==> config.mk <==
export PLATFORM = sky130hd
export DESIGN_NAME = actuator_guard
export DESIGN_NICKNAME = d
export VERILOG_FILES = /design/src/rtl/actuator_guard_pkg.sv /design/src/rtl/actuator_guard_timer.sv /design/src/rtl/actuator_guard.sv
export SDC_FILE = /design/constraint.sdc
export NUM_CORES = 1
export LEC_CHECK = 0
export BUFFER_PORTS_ARGS = -buffer_cell sky130_fd_sc_hd__buf_2
export CELL_PAD_IN_SITES_DETAIL_PLACEMENT = 0
export CELL_PAD_IN_SITES_GLOBAL_PLACEMENT = 1
export CORE_MARGIN = 2
export CORE_UTILIZATION = 44
export CTS_CLUSTER_SIZE = 16
export DETAILED_ROUTE_END_ITERATION = 10
export MAX_ROUTING_LAYER = met4
export PLACE_DENSITY_LB_ADDON = 0.15
export RECOVER_POWER = 50
export SLEW_MARGIN = 20
export SYNTH_ARGS = -nofsm -noshare
export SYNTH_HDL_FRONTEND = slang
export SYNTH_HIERARCHICAL = 1
export SYNTH_SLANG_ARGS = --single-unit
==> constraint.sdc <==
create_clock -name clk -period 3.8 [get_ports clk]
set_clock_uncertainty 0.2 [all_clocks]
set_input_delay 0.38 -clock clk [delete_from_list [all_inputs] [get_ports clk]]
set_output_delay 0.38 -clock clk [all_outputs]
set_load 0.02 [all_outputs]
==> src/rtl/actuator_guard_pkg.sv <==
// Shared types and defaults for the actuator guard.
// Optional fault counter is enabled by defining ACTUATOR_GUARD_FAULT_CNT_EN.
package actuator_guard_pkg;

   typedef enum logic [1:0] {
      StIdle = 2'd0,
      StRun  = 2'd1,
      StDead = 2'd2
   } state_e;

   typedef enum logic [1:0] {
      DevNone   = 2'd0,
      DevHeater = 2'd1,
      DevCooler = 2'd2,
      DevAc     = 2'd3
   } device_e;

   localparam int unsigned DefaultMinOnCycles = 16;
   localparam int unsigned DefaultDeadCycles  = 8;

   // Request vector bit order: [0] heater, [1] cooler, [2] ac.
   function automatic logic [2:0] dev_mask(input device_e dev);
      unique case (dev)
         DevHeater: dev_mask = 3'b001;
         DevCooler: dev_mask = 3'b010;
         DevAc:     dev_mask = 3'b100;
         default:   dev_mask = 3'b000;
      endcase
   endfunction

endpackage

==> src/rtl/actuator_guard_timer.sv <==
// 8-bit loadable down counter that saturates at zero; done while the count is zero.
module actuator_guard_timer (
   input  logic       clk_i,
   input  logic       reset_i,
   input  logic       load_i,
   input  logic [7:0] load_val_i,
   input  logic       en_i,
   output logic       done_o
);

   logic [7:0] count_q;

   always_ff @(posedge clk_i) begin
      if (reset_i) begin
         count_q <= 8'd0;
      end else if (load_i) begin
         count_q <= load_val_i;
      end else if (en_i && (count_q != 8'd0)) begin
         count_q <= count_q - 8'd1;
      end
   end

   assign done_o = (count_q == 8'd0);

endmodule

==> src/rtl/actuator_guard.sv <==
// Mutually exclusive actuator drive with minimum on-time and dead time between drives.
// Define ACTUATOR_GUARD_FAULT_CNT_EN to add the saturating fault_count output.
module actuator_guard
   import actuator_guard_pkg::*;
#(
   parameter int unsigned MIN_ON_CYCLES = DefaultMinOnCycles,
   parameter int unsigned DEAD_CYCLES   = DefaultDeadCycles
) (
   input  logic       clk,
   input  logic       reset,
   input  logic       heater_req,
   input  logic       ac_req,
   input  logic       cooler_req,
   output logic       heater_drive,
   output logic       ac_drive,
   output logic       cooler_drive,
   output logic       busy,
`ifdef ACTUATOR_GUARD_FAULT_CNT_EN
   output logic [7:0] fault_count,
`endif
   output logic       multi_req_err
);

   // The timer counts down to zero, so load one less than the wanted cycle count.
   localparam logic [7:0] MinOnLoad = 8'(MIN_ON_CYCLES - 1);
   localparam logic [7:0] DeadLoad  = 8'(DEAD_CYCLES - 1);

   state_e     state_q;
   device_e    dev_q;
   device_e    req_dev;
   logic       heater_q, ac_q, cooler_q, busy_q, err_q;
   logic [2:0] req;
   logic       one_req, multi_req, sel_req, other_req, run_exit;
   logic       tmr_load, tmr_en, tmr_done;
   logic [7:0] tmr_val;

   assign req       = {ac_req, cooler_req, heater_req};
   assign one_req   = $onehot(req);
   assign multi_req = (req != 3'b000) && !one_req;
   assign sel_req   = |(req & dev_mask(dev_q));
   assign other_req = |(req & ~dev_mask(dev_q));
   assign run_exit  = (state_q == StRun) && tmr_done && (!sel_req || other_req);

   always_comb begin
      req_dev = DevNone;
      unique case (req)
         3'b001:  req_dev = DevHeater;
         3'b010:  req_dev = DevCooler;
         3'b100:  req_dev = DevAc;
         default: req_dev = DevNone;
      endcase
   end

   always_comb begin
      tmr_load = 1'b0;
      tmr_val  = 8'd0;
      tmr_en   = 1'b0;
      unique case (state_q)
         StIdle: begin
            tmr_load = one_req;
            tmr_val  = MinOnLoad;
         end
         StRun: begin
            tmr_load = run_exit;
            tmr_val  = DeadLoad;
            tmr_en   = !run_exit;
         end
         StDead:  tmr_en = 1'b1;
         default: tmr_en = 1'b0;
      endcase
   end

   actuator_guard_timer u_timer (
      .clk_i      (clk),
      .reset_i    (reset),
      .load_i     (tmr_load),
      .load_val_i (tmr_val),
      .en_i       (tmr_en),
      .done_o     (tmr_done)
   );

   always_ff @(posedge clk) begin
      if (reset) begin
         state_q  <= StIdle;
         dev_q    <= DevNone;
         heater_q <= 1'b0;
         ac_q     <= 1'b0;
         cooler_q <= 1'b0;
         busy_q   <= 1'b0;
         err_q    <= 1'b0;
      end else begin
         err_q <= multi_req;
         unique case (state_q)
            StIdle: begin
               if (one_req) begin
                  state_q  <= StRun;
                  dev_q    <= req_dev;
                  heater_q <= heater_req;
                  ac_q     <= ac_req;
                  cooler_q <= cooler_req;
                  busy_q   <= 1'b1;
               end
            end
            StRun: begin
               if (run_exit) begin
                  state_q  <= StDead;
                  dev_q    <= DevNone;
                  heater_q <= 1'b0;
                  ac_q     <= 1'b0;
                  cooler_q <= 1'b0;
               end
            end
            StDead: begin
               if (tmr_done) begin
                  state_q <= StIdle;
                  busy_q  <= 1'b0;
               end
            end
            default: begin
               state_q  <= StIdle;
               dev_q    <= DevNone;
               heater_q <= 1'b0;
               ac_q     <= 1'b0;
               cooler_q <= 1'b0;
               busy_q   <= 1'b0;
            end
         endcase
      end
   end

   assign heater_drive  = heater_q;
   assign ac_drive      = ac_q;
   assign cooler_drive  = cooler_q;
   assign busy          = busy_q;
   assign multi_req_err = err_q;

`ifdef ACTUATOR_GUARD_FAULT_CNT_EN
   logic [7:0] fault_q;

   // Counts alongside multi_req_err so both move on the same edge.
   always_ff @(posedge clk) begin
      if (reset) begin
         fault_q <= 8'd0;
      end else if (multi_req && (fault_q != 8'hFF)) begin
         fault_q <= fault_q + 8'd1;
      end
   end

   assign fault_count = fault_q;
`endif

endmodule

== Word-level counts from Yosys, hierarchy flattened ==
Cells that the tools add are included.

* Add/subtract/negate cells: 3
* Mux-type cells: 24
* Equality and inequality tests: 12
* Reductions and logical operators: 18
* Bitwise operators: 5

{| class="wikitable"
|+ Operators by type and width
! kind !! number
|-
| case mux 2 bit (3 select lines) || 3
|-
| two-way mux 8 bit || 2
|-
| case mux 1 bit (3 select lines) || 4
|-
| two-way mux 2 bit || 5
|-
| case mux 3 bit (3 select lines) || 1
|-
| AND reduction 3 bit || 3
|-
| logical NOT 8 bit || 1
|-
| case mux 4 bit (2 select lines) || 1
|-
| nonzero test 8 bit || 1
|-
| subtractor 8 x 1 -> 8 bit (second input constant) || 1
|-
| bitwise AND 3 bit || 2
|-
| == test 2 x 1 -> 1 bit (second input constant) || 3
|-
| == test 2 bit (second input constant) || 3
|-
| two-way mux 1 bit || 6
|-
| inequality test 2 bit (second input constant) || 3
|-
| OR reduction 3 bit || 2
|-
| logical AND 1 bit || 4
|-
| case mux 1 bit (2 select lines) || 2
|-
| == test 3 x 1 -> 1 bit (second input constant) || 1
|-
| == test 3 x 2 -> 1 bit (second input constant) || 1
|-
| == test 3 bit (second input constant) || 1
|-
| logical NOT 1 bit || 3
|-
| inverter 3 bit || 1
|-
| nonzero test 3 bit || 1
|-
| 6 further kinds || 7
|}

* Bits in registers: 17
* Input bits: 5
* Logic and storage cells: 70
* Output and inout bits: 5

== Depth between registers and ports, before layout ==
Gate-level depths: netlist (run 1).

* Depth in word-level cells: 12
* Depth in mapped cells: 11
* Mapped depth without buffers: 11

== By module ==
Netlist (run 1), hierarchy kept.

{| class="wikitable"
|+ By module, submodules not included
! module !! sequential area each (µm²) !! area an instance (µm²) !! instances !! cells each
|-
| actuator_guard || 180.2 || 628.1 || 1 || 71
|-
| actuator_guard_timer || 160.2 || 515.5 || 1 || 59
|}

== Worst setup path before layout (run 1) ==
Ideal clock, no wire load.

* Path kind: reg2reg
* Start: reg u_timer.count_q[0]
* End: reg u_timer.count_q[7]
* Period minus slack after synthesis: 2.684 ns
* Buffers on the path: 0
* Data required time: 3.466 ns
* Slack: 1.116 ns
* Arrival time: 2.351 ns
* Stages on the path, launching flop included: 12
* Library setup time: 0.134 ns
* Path through: dfxtp_1 inv_1 ha_1 inv_1 nor4_1 a31o_1 nor2b_4 nor2b_1 or3b_2 nor3_1 mux2i_1 a211oi_1

* Longest elaborated chain between the ends: 7
* Elaborated cells on any way between the ends: 12
* Classes of those cells: add/sub: 1; mux: 4; reduce/logical: 7

{| class="wikitable"
|+ RTL lines
! what !! RTL line !! RTL
|-
| start, declared || actuator_guard_timer.sv:11 || <nowiki>logic [7:0] count_q;</nowiki>
|-
| start signal, assigned || actuator_guard_timer.sv:17 || <nowiki>count_q <= load_val_i;</nowiki>
|-
| start signal, assigned || actuator_guard_timer.sv:19 || <nowiki>count_q <= count_q - 8'd1;</nowiki>
|-
| logical NOT 8 bit || actuator_guard_timer.sv:23 || <nowiki>assign done_o = (count_q == 8'd0);</nowiki>
|-
| net tmr_done || actuator_guard.sv:34 || <nowiki>logic tmr_load, tmr_en, tmr_done;</nowiki>
|-
| logical AND 1 bit (2 in a row) || actuator_guard.sv:42 || <nowiki>assign run_exit = (state_q == StRun) && tmr_done && (!sel_req || other_req);</nowiki>
|-
| logical NOT 1 bit || actuator_guard.sv:66 || <nowiki>tmr_en = !run_exit;</nowiki>
|-
| case mux 1 bit (2 select lines) || actuator_guard.sv:58 || <nowiki>unique case (state_q)</nowiki>
|-
| net tmr_en || actuator_guard.sv:34 ||
|-
| logical AND 1 bit || actuator_guard_timer.sv:18 || <nowiki>end else if (en_i && (count_q != 8'd0)) begin</nowiki>
|-
| nonzero test 2 bit (no source line) || -- ||
|}

The timed path passes the listed nets, and every way through them passes these cells. The select of a mux whose other input is x is not followed.
A chain may end at the register's enable or synchronous reset.

== Final worst setup path (run 1) ==
* Start: reg u_timer.count_q[2]
* End: reg u_timer.count_q[7]

The elaborated chain is that of the path after synthesis.

==> metrics.md, run 1 <==
| Metric | Value |
|---|---|
| Vias/cell | `between 5 and 6` |
| Die Wd | `55.0 um` |
| Starting density of the core | `0.462` |
| Largest area contributor in the netlist | `dfxtp_1` |
| Setup TNS | `0 ps` |
| Starting DRT DRC Count | `33` |
| Final Cell Area | `approximately 1200 um^2` |
| Syn. warnings | `6` |
| DR pass1 iterations | `5` |
| Clk root buf | `clkbuf_4` |
| Arr. time, crit path | `a little over 3000 ps` |
| Period utilization | `0.803` |
| Pwr Total | `between 0.9 and 1 mW` |
| DRC violations left | `0` |
| Post-synth cell types | `44` |
| Wirelength, routed | `~2300 um` |
| Cells on worst reg2reg path | `9` |
| Clock sinks | `17` |
| ANT nets after route | `0` |
| Switching power | `roughly 0.44 mW` |
| Most frequent cell after synthesis | `dfxtp_1` |
| CP Class | `reg -> reg` |
| Crit path depth | `9` |
| Async set-reset flop share out of synthesis | `0` |
| Final setup viols | `0` |
| Comb power frac | `0.577` |
| Core ar. | `around 2500 um^2` |
| Die Span Y | `between 50 and 60 um` |
| Compound-Gate Fraction of Synth Area | `0.206` |
| Sw Share | `0.461` |
| Port bufs | `9` |
| Antenna Cells | `0` |
| FF+latch count, synth | `17` |
| Pint | `0.510 mW` |
| Crit path max fanout | `6` |
| Worst reg2reg path endpoint | `u_timer/count_q[7]` |
| Sequential share of power | `0.316` |
| Met3 usage | `0.0242` |
| TritonCTS clock tree | `built` |
| Post-CTS setup buffer count | `0` |
| Adder-Cell Fraction of Synth Area | `0.0832` |
| Cell Area, Placed | `between 1000 and 1500 um^2` |
| # Max-Cap Violations | `0` |
| Ys flop type | `dfxtp_1` |
| Worst Setup SP | `u_timer/count_q[2]` |
| Final nets | `around 160` |
| Main combinational cell family by area after synthesis | `simple AND/OR/NAND/NOR gates` |
| Inst Count DP | `roughly 170` |
| Share of the synthesized area in the top cell type | `0.298` |
| Reg-to-reg startpoint | `u_timer/count_q[2]` |
| Final Max Slew Viols | `0` |
| Cells along the critical path | `or4_1 > nor4_1 > a31o_1 > nor2b_1 > nor2b_1 > or3b_2 > nor3_1 > mux2i_1 > a211oi_1` |
| Initial antenna violation count | `0` |
| Synth Area in XOR/XNOR | `0.0383` |
| Status | `finished, final reports clean` |
| Clk slew on worst S/H paths | `about 110 ps` |
| Final hold slack | `271 ps` |
| RePlAce Congestion | `0.740` |
| Post_cts resized | `0` |
| FMAX | `328 MHz` |
| GR Util met2 | `0.268` |
| Bufs and invs on worst path | `0` |
| Worst setup margin | `749 ps` |
| Rows | `18` |
| Tot GR Track Use | `0.175` |
| Hpwl dp | `between 1500 and 2000 um` |
| Startpoint class of the critical path | `register` |
| Area contributors post-synth | `dfxtp_1 30%, ha_1 6.6%, nor3b_1 6.6%, mux2i_1 4.4%, xnor2_1 3.8%` |
| Post-Synthesis Cells | `130` |
| Total gr overflow | `0` |
| Max Buffers Root-to-Sink | `2` |
| Multiplexer area fraction after synthesis | `0.0438` |
| I/O Pins | `10` |
| Worst path max stage delay | `~650 ps` |
| Worst path slowest cell | `or4_1` |
| Via count | `962` |
| Delay-heaviest family, CP | `simple AND/OR/NAND/NOR gates` |
| RSZ-0062 raised after global routing | `false` |
| Leakage Power | `0.445 nW` |
| Hold Path Class | `in -> reg` |
| Final design utilization | `0.496` |
| Full die area | `3020 um^2` |
| Synthesis-to-finish area growth | `7.44%` |
| CP required | `3800 ps` |
| Worst R2R Setup Slack | `~750 ps` |
| Vias in the first global route | `815` |
| Post-synth EDFFs | `0` |
| CTS Hold Bufs | `0` |
| Total CTS buffers | `3` |
| First-pass GRT wire length | `3660 um` |
| Synth Area in Simple Gates | `0.275` |
| Pre-CTS setup slack | `roughly 800 ps` |
| Final min period | `approximately 3100 ps` |
| Clk pwr share | `0.107` |
| Most used cell along the critical path | `nor2b_1` |
| Syn Std Cell Area | `approximately 1100 um^2` |
| Most Crowded Layer GR | `met2` |
| Fin. Hold Viols | `0` |
| H-tree levels | `1` |
| Crit end category | `register` |
| Worst skew pair latency | `around 290 ps` |
| Cell Pwr Density | `770 nW/um^2` |
| Fin cells | `about 170` |
| Share of the yosys chip area belonging to registers | `0.298` |
| Setup crit end | `u_timer/count_q[7]` |
| Largest net degree at the start of global routing | `22` |
| Met1 usage | `0.232` |
| VDD IR max | `about 0.47 mV` |
| Syn Area/Cell | `between 8 and 9 um^2` |
| Drt wl/cell | `roughly 13 um` |
| Share of post-route cells with drive strength above 1 | `0.0986` |
| Post-synth top cells | `17 x dfxtp_1, 11 x inv_1, 10 x nor3b_1` |
-- kinds of logic after synthesis --
| group | count (synthesis) |
|---|---|
| mux | 5 |
| fa+ha+maj | 7 |
| flops | 17 |
| compound gates | 31 |
| buf+inv | 16 |
| simple gates | 48 |
| xor+xnor | 5 |
| other cells | 1 |
-- power by group through the flow --
| stage | Clock [mW] | Sequential (mW) | Combinational (mW) |
|---|---|---|---|
| 2_1_floorplan | 0 | 0.300 | 0.455 |
| 3_3_place_gp | 0 | 0.302 | 0.559 |
| 3_5_place_dp | 0 | 0.304 | 0.563 |
| 4_1_cts | 0.105 | 0.299 | 0.566 |
| 5_1_grt | 0.113 | 0.308 | 0.613 |
| 6_report | 0.101 | 0.299 | 0.546 |
-- worst register-to-register path, cell delays in order (launching register included) --
cell,delay [ps]
dfxtp_1,370
or4_1,650
nor4_1,360
a31o_1,270
nor2b_1,280
nor2b_1,170
or3b_2,240
nor3_1,60
mux2i_1,120
a211oi_1,240
-- cells in the final DEF (no fill, tap or decap), drive strengths merged, types with 5 or more instances in the layout --
cell / instances
clkbuf: 10
nor3b: 10
ha: 6
nor2b: 6
dfxtp: 17
or4: 5
inv: 11
nand2b: 5
nor2: 8
o21ai: 5
mux2i: 5
xnor2: 5
a21oi: 7
-- worst min-delay path by stage --
stage	start	to	slack, ps	depth (start not counted)
after floorplan	state_q[1]	state_q[1]	270	2
after global placement	state_q[1]	state_q[1]	280	2
after detailed placement	heater_drive	heater_drive	290	2
after CTS	reset	dev_q[1]	270	2
after global routing	reset	dev_q[1]	280	2
final	reset	dev_q[1]	270	2
-- per-layer routing --
metal,up-vias,share of wire
met5,-,0
met4,0,0.014
met3,4,0.053
met2,24,0.43
met1,439,0.50
li1,495,-
-- layout make-up --
class                   instances  area, um^2
fillers                       266        1250
flip-flops and latches         17         340
clock buffers                   4        26.3
repair buffers                  9        37.5
well taps                      30        37.5
multi-input cells             100         742
inverters                      12        45.0
-- sequential cells by signal (all words and copies together) (netlist names) --
name and cells:
busy 1, u_timer/count_q 8, dev_q 2, cooler_drive 1, state_q 2, ac_drive 1, heater_drive 1, multi_req_err 1
No activity file was read; power rests on OpenSTA's default activity.
==> run 2: changes to the inputs <==
- ABC_AREA: unset -> 1
- CORE_UTILIZATION: 44 -> 41
- clock period: 3.8 -> 3.2 ns (I/O delays scaled with it)
==> run 2 against run 1 <==
Core utilization fell by 3.1 points. Critical path depth rose by 6. Worst setup slack lost 76 ps. Largest cell class unchanged. Register-to-register slack worse by 80 ps. Critical path type unchanged. Critical endpoint is now u_timer/count_q[6]. First-iteration DRC count rose by 61%.
==> metrics.md, run 2 <==
| Metric | Value |
|---|---|
| CTS Hold Bufs | `0 (unchanged)` |
| Wirelength, routed | `2540 um (was 2260 um)` |
| Core ar. | `2730 um^2 (was 2480 um^2)` |
| Leakage Power | `0.626 nW (was 0.445 nW)` |
| CP required | `3250 ps (was 3800 ps)` |
| Post-synth EDFFs | `0 (unchanged)` |
| Period utilization | `0.790 (was 0.803)` |
| Worst setup margin | `672 ps (was 749 ps)` |
| DRC violations left | `0 (unchanged)` |
| FF+latch count, synth | `17 (unchanged)` |
| First-pass GRT wire length | `4490 um (was 3660 um)` |
| FMAX | `396 MHz (was 328 MHz)` |
| RSZ-0062 raised after global routing | `false (unchanged)` |
| Final nets | `216 (was 155)` |
| Final Max Slew Viols | `0 (unchanged)` |
| Full die area | `3320 um^2 (was 3020 um^2)` |
| Starting density of the core | `0.431 (was 0.462)` |
| Clk pwr share | `0.087 (was 0.107)` |
| Post-CTS setup buffer count | `0 (unchanged)` |
| Worst skew pair latency | `290 ps (about the same)` |
| Share of the yosys chip area belonging to registers | `0.289 (was 0.298)` |
| Hold wc startpoint | `reset (unchanged)` |
| Share of post-route cells with drive strength above 1 | `0.0837 (was 0.0986)` |
| Total CTS buffers | `3 (unchanged)` |
| Pre-CTS setup slack | `668 ps (was 800 ps)` |
| Hpwl dp | `2060 um (was 1700 um)` |
| Fillers | `285 (was 266)` |
| Tot GR Track Use | `0.178 (was 0.175)` |
| Ys flop type | `dfxtp_1 (unchanged)` |
| TritonCTS clock tree | `built (unchanged)` |
| Die Wd | `57.6 um (was 55.0 um)` |
| Post_cts resized | `0 (unchanged)` |
| Pint | `0.637 mW (was 0.510 mW)` |
| Port bufs | `9 (unchanged)` |
| Max-slew headroom | `0.610` |
| RePlAce Congestion | `0.865 (was 0.740)` |
| Crit end category | `register (unchanged)` |
| Commonest non-fill, non-tap cells in the layout | `52 x nand2_1, 28 x inv_1, 25 x nor2_1, 19 x nand3_1, 17 x dfxtp_1 (was 17 x dfxtp_1, 11 x inv_1, 10 x nor3b_1, 8 x nor2_1)` |
| Vias/cell | `4.86 (was 5.59)` |
| Worst R2R Setup Slack | `670 ps (was 750 ps)` |
| Arr. time, crit path | `2580 ps (was 3050 ps)` |
| Comb power frac | `0.648 (was 0.577)` |
| Final setup viols | `0 (unchanged)` |
| Async set-reset flop share out of synthesis | `0 (unchanged)` |
| Final min period | `2530 ps (was 3050 ps)` |
| H-tree levels | `1 (unchanged)` |
| Share of the synthesized area in the top cell type | `0.289 (was 0.298)` |
| Largest net degree at the start of global routing | `13 (was 22)` |
| Worst-Margin Slew | `between 500 and 600 ps` |
| Clk root buf | `clkbuf_4 (unchanged)` |
| Clock sinks | `17 (unchanged)` |
| ANT nets after route | `0 (unchanged)` |
| DR pass1 iterations | `4 (was 5)` |
| Clk slew on worst S/H paths | `110 ps (about the same)` |
| Rows | `19 (was 18)` |
| Fin. Hold Viols | `0 (unchanged)` |
| Post-synth cell types | `24 (was 44)` |
| Die Span Y | `57.6 um (was 55.0 um)` |
| Syn Std Cell Area | `1180 um^2 (was 1140 um^2)` |
| VDD IR max | `0.583 mV (was 0.467 mV)` |
| Area contributors post-synth | `dfxtp_1 29%, nand2_1 16%, inv_1 8.9%, nor2_1 8.0%, nand3_1 7.6% (was dfxtp_1 30%, ha_1 6.6%, nor3b_1 6.6%, mux2i_1 4.4%, xnor2_1 3.8%)` |
| Largest area contributor in the netlist | `dfxtp_1 (unchanged)` |
| Syn Area/Cell | `6.27 um^2 (was 8.80 um^2)` |
| Post-synth top cells | `51 x nand2_1, 28 x inv_1, 25 x nor2_1 (was 17 x dfxtp_1, 11 x inv_1, 10 x nor3b_1)` |
| Most frequent cell after synthesis | `nand2_1 (was dfxtp_1)` |
| Via count | `1138 (was 962)` |
| Sw Share | `0.529 (was 0.461)` |
| Commonest non-fill, non-tap cell in the layout | `nand2_1 (was dfxtp_1)` |
| Hold EP | `u_timer/count_q[7] (was dev_q[1])` |
| Status | `finished, final reports clean (unchanged)` |
| Startpoint class of the critical path | `register (unchanged)` |
| Synthesis-to-finish area growth | `7.75% (was 7.44%)` |
| Antenna Cells | `0 (unchanged)` |
| Max Buffers Root-to-Sink | `2 (unchanged)` |
| CP Class | `reg -> reg (unchanged)` |
| # Max-Cap Violations | `0 (unchanged)` |
| Max FFs per register | `8 (unchanged)` |
| Hold Path Class | `in -> reg (unchanged)` |
| Cell Pwr Density | `1070 nW/um^2 (was 770 nW/um^2)` |
| Leading registers by flop count | `u_timer/count_q x8, dev_q x2, state_q x2 (unchanged)` |
| Initial antenna violation count | `0 (unchanged)` |
| Switching power | `0.716 mW (was 0.436 mW)` |
| Reg-to-reg startpoint | `u_timer/count_q[0] (was u_timer/count_q[2])` |
| Post-Synthesis Cells | `188 (was 130)` |
| Final design utilization | `0.465 (was 0.496)` |
| Crit path max fanout | `8 (was 6)` |
| Total gr overflow | `0 (unchanged)` |
| Worst reg2reg path endpoint | `u_timer/count_q[6] (was u_timer/count_q[7])` |
| I/O Pins | `10 (unchanged)` |
| Largest Register | `u_timer/count_q (unchanged)` |
| Cells on worst reg2reg path | `15 (was 9)` |
| Syn. warnings | `6 (unchanged)` |
| Vias in the first global route | `1051 (was 815)` |
| Setup TNS | `0 ps (unchanged)` |
| WHS Path Cells | `2 (unchanged)` |
| Sequential share of power | `0.266 (was 0.316)` |
| Starting DRT DRC Count | `53 (was 33)` |
| Drt wl/cell | `10.8 um (was 13.1 um)` |
[run 2: metrics by stage]
stage | hold slack, ps | total power, mW | area, um^2 | std cells
detailed placement | 252 | 1.26 | 1270 | 230
finish | 152 | 1.35 | 1270 | 234
CTS | 131 | 1.39 | 1300 | 234
global route | 152 | 1.52 | 1270 | 234
floorplan | 189 | 1.08 | 1190 | 191
global placement | 248 | 1.26 | 1270 | 230
[run 2: kinds of logic after synthesis]
group,share of synthesized area
buffers and inverters,0.103
other,0.00318
AOI/OAI and AO/OA,0.0828
and+or+nand+nor,0.434
adders and majority gates,0.0807
xor gates and xnor gates,0.00743
DFF,0.289
[run 2: worst max-delay path, stage by stage, from the launching register on]
cell and delay, ps:
dfxtp_1 350, inv_1 120, ha_1 250, nand2_1 80, nor2_1 70, nand2_1 70
nor2_2 40, nand2_2 70, nand2_1 170, a21boi_0 530, inv_1 80, nor2_1 170
nand3_1 100, nand3_1 70, nand2_1 60, inv_1 50
[run 2: power groups by stage]
stage | clock network, mW | registers [mW] | logic, mW
after detailed placement | 0 | 0.364 | 0.899
after global routing | 0.133 | 0.371 | 1.01
final | 0.118 | 0.359 | 0.876
after CTS | 0.125 | 0.359 | 0.905
after floorplan | 0 | 0.361 | 0.715
after global placement | 0 | 0.363 | 0.895
[run 2: layer usage]
layer,track usage,part of all wire
met5,-,0
met4,0.0498,0.0075
met3,0.0268,0.051
met2,0.263,0.44
met1,0.253,0.50
[run 2: worst max-delay path by stage]
stage                                   from                 end  slack [ps]  cells after the start
after CTS                 u_timer/count_q[0]  u_timer/count_q[1]         770                     14
after global placement            heater_req  u_timer/count_q[1]         750                     11
final                     u_timer/count_q[0]  u_timer/count_q[6]         670                     15
after floorplan                   heater_req  u_timer/count_q[1]         910                     11
after global routing      u_timer/count_q[0]  u_timer/count_q[6]         360                     15
after detailed placement          heater_req  u_timer/count_q[7]         670                     11
[run 2: cell type report]
type	instances	area (um^2)	share of cell area
Tap cell	31	38.8	0.0305
Multi-Input combinational cell	142	708	0.558
Timing Repair Buffer	9	37.5	0.0296
Clock buffer	3	22.5	0.0177
Clock inverter	1	5.00	0.00394
Sequential cell	17	340	0.268
Inverter	31	118	0.0926
==> run 3: changes to the inputs <==
- CORE_UTILIZATION: 41 -> 37
- clock period: 3.2 -> 2.2 ns (I/O delays scaled with it)
==> run 3 against run 2 <==
Via count up 0.35%. Design area up 8.3%. Register-to-register slack worse by 490 ps. First-iteration DRC count down 32%. Sequential cell count unchanged. Global-route usage down 0.053 points. Worst setup slack worse by 490 ps. Die area up 10%. Wire length up 3.3%. Critical path type unchanged. Largest cell class unchanged.
==> metrics.md, run 3 (synthesized netlist as in run 2, its figures left out) <==
| Metric | Value |
|---|---|
| Die Wd | `60.4 um (was 57.6 um)` |
| Commonest non-fill, non-tap cell in the layout | `nand2_1 (unchanged)` |
| Startpoint class of the critical path | `register (unchanged)` |
| FMAX | `496 MHz (was 396 MHz)` |
| Drt wl/cell | `10.3 um (was 10.8 um)` |
| Die Span Y | `60.4 um (was 57.6 um)` |
| Hold Path Class | `in -> reg (unchanged)` |
| Worst Setup SP | `u_timer/count_q[1] (was u_timer/count_q[0])` |
| Hold wc startpoint | `cooler_req (was reset)` |
| H-tree levels | `1 (unchanged)` |
| Crit end category | `register (unchanged)` |
| Final setup viols | `0 (unchanged)` |
| CP Class | `reg -> reg (unchanged)` |
| DRC violations left | `0 (unchanged)` |
| Worst skew pair latency | `290 ps (about the same)` |
| Fin. Hold Viols | `0 (unchanged)` |
| Full die area | `3650 um^2 (was 3320 um^2)` |
| Reg-to-reg startpoint | `u_timer/count_q[1] (was u_timer/count_q[0])` |
| RePlAce Congestion | `0.836 (was 0.865)` |
| Via count | `1142 (was 1138)` |
| Setup crit end | `u_timer/count_q[4] (was u_timer/count_q[6])` |
| ANT nets after route | `0 (unchanged)` |
| Total gr overflow | `0 (unchanged)` |
| Status | `finished, final reports clean (unchanged)` |
| Synthesis-to-finish area growth | `16.7% (was 7.75%)` |
| Period utilization | `0.916 (was 0.790)` |
| Core ar. | `3050 um^2 (was 2730 um^2)` |
| Largest net degree at the start of global routing | `13 (unchanged)` |
| Share of post-route cells with drive strength above 1 | `0.137 (was 0.0837)` |
| CP required | `2220 ps (was 3250 ps)` |
| Setup TNS | `0 ps (unchanged)` |
| Cells on worst reg2reg path | `15 (unchanged)` |
| Pre-CTS setup slack | `113 ps (was 668 ps)` |
| Final Max Slew Viols | `0 (unchanged)` |
| I/O Pins | `10 (unchanged)` |
| Fillers | `354 (was 285)` |
| Hpwl dp | `2140 um (was 2060 um)` |
| Leading registers by flop count | `u_timer/count_q x8, dev_q x2, state_q x2 (unchanged)` |
| VDD IR max | `0.675 mV (was 0.583 mV)` |
| Total CTS buffers | `3 (unchanged)` |
| Worst setup margin | `184 ps (was 672 ps)` |
| Starting DRT DRC Count | `36 (was 53)` |
| Antenna Cells | `0 (unchanged)` |
| Delay-heaviest family, CP | `simple AND/OR/NAND/NOR gates (unchanged)` |
| Final nets | `224 (was 216)` |
| Arr. time, crit path | `2040 ps (was 2580 ps)` |
| Cell Pwr Density | `1540 nW/um^2 (was 1070 nW/um^2)` |
| Tot GR Track Use | `0.177 (was 0.178)` |
| Starting density of the core | `0.386 (was 0.431)` |
| Vias in the first global route | `1069 (was 1051)` |
| Clock sinks | `17 (unchanged)` |
| Worst path slowest cell | `dfxtp_2 (was a21boi_0)` |
| Initial antenna violation count | `0 (unchanged)` |
| Wirelength, routed | `2620 um (was 2540 um)` |
| Leakage Power | `0.673 nW (was 0.626 nW)` |
| Vias/cell | `4.48 (was 4.86)` |
| Post-CTS setup buffer count | `0 (unchanged)` |
| Pwr Total | `2.12 mW (was 1.35 mW)` |
| Bufs and invs on worst path | `3 (unchanged)` |
| DR pass1 iterations | `4 (unchanged)` |
| Clk slew on worst S/H paths | `100 ps (was 110 ps)` |
| Rows | `20 (was 19)` |
| First-pass GRT wire length | `4690 um (was 4490 um)` |
| Worst path max stage delay | `340 ps (was 530 ps)` |
| # Max-Cap Violations | `0 (unchanged)` |
| Crit path depth | `15 (unchanged)` |
| Commonest non-fill, non-tap cells in the layout | `51 x nand2_1, 28 x inv_1, 24 x nor2_1, 18 x nand3_1, 16 x dfxtp_1 (was 52 x nand2_1, 28 x inv_1, 25 x nor2_1, 19 x nand3_1, 17 x dfxtp_1)` |
| Port bufs | `9 (unchanged)` |
| Clk root buf | `clkbuf_4 (unchanged)` |
| Max Buffers Root-to-Sink | `2 (unchanged)` |
| Cells along the critical path | `inv_1 > ha_1 > nand2_1 > nor2_1 > nand2_1 > nor2_2 > nand2_2 > nand2_4 > a21boi_0 > buf_4 > nand2_4 > nand2_4 > clkinv_2 > nand2_1 > a21oi_1 (was inv_1 > ha_1 > nand2_1 > nor2_1 > nand2_1 > nor2_2 > nand2_2 > nand2_1 > a21boi_0 > inv_1 > nor2_1 > nand3_1 > nand3_1 > nand2_1 > inv_1)` |
| Crit path max fanout | `6 (was 8)` |
| Max FFs per register | `8 (unchanged)` |
| Largest Register | `u_timer/count_q (unchanged)` |
| Final min period | `2020 ps (was 2530 ps)` |
| Worst R2R Setup Slack | `180 ps (was 670 ps)` |
| RSZ-0062 raised after global routing | `false (unchanged)` |
| Worst reg2reg path endpoint | `u_timer/count_q[4] (was u_timer/count_q[6])` |
| TritonCTS clock tree | `built (unchanged)` |
-- run 3: cell types whose count changed in the layout (fill, tap and decap cells not counted) --
cell     previous run  this run
nand2_1            52        51
nand3_1            19        18
nand2_4             2         3
nand3_4             0         1
dfxtp_1            17        16
nor2_4              0         1
nor2_1             25        24
buf_4               0         8
dfxtp_2             0         1
-- run 3: what timing repair did --
action / CTS / global route
gates resized for setup: 0 / 3
hold buffers: 0 / 0
setup endpoints to repair: 0 / 4
-- run 3: layout make-up --
type / count / area [um^2] / area share
Clock buffer: 3 / 22.5 / 0.0164
Clock inverter: 1 / 5.00 / 0.00364
Inverter: 31 / 118 / 0.0855
Multi-Input combinational cell: 142 / 736 / 0.535
Sequential cell: 17 / 342 / 0.248
Tap cell: 44 / 55.1 / 0.0400
Timing Repair Buffer: 17 / 97.6 / 0.0710
-- run 3: stage by stage --
stage               instance area (um^2)  utilization  instances  hold slack (ps)
detailed placement                  1350        0.441        251              255
floorplan                           1190            -        191             89.1
global placement                    1350        0.441        251              244
CTS                                 1370        0.450        255             17.8
finish                              1380        0.450        255             36.5
global route                        1380        0.450        255             35.9
-- run 3: tightest hold or removal path, delay by kind of cell --
family / cells / cell delay [ps]
AOI/OAI and AO/OA: 1 / 60
buffers and inverters: 1 / 130
and+or+nand+nor: 1 / 80
-- run 3: per-layer routing --
metal  vias to the layer above  share of wire  GRT usage
li1                        635              -          -
met1                       496           0.47      0.219
met2                         9           0.50      0.300
met3                         2          0.021     0.0192
met4                         0         0.0080     0.0652
met5                         -              0          -
-- run 3: worst min path at each step --
stage,endpoint,slack (ps),cells past startpoint
floorplan,ac_drive,90,1
global placement,ac_drive,240,2
detailed placement,heater_drive,250,2
CTS,cooler_drive,20,3
global route,cooler_drive,40,3
finish,cooler_drive,40,3
-- run 3: report_power, final --
part	total, mW	leakage, nW	internal [mW]	switching (mW)
clock network	0.167	0.0177	0.0675	0.0997
registers	0.525	0.140	0.422	0.103
logic	1.43	0.516	0.560	0.869
total	2.12	0.673	1.05	1.07
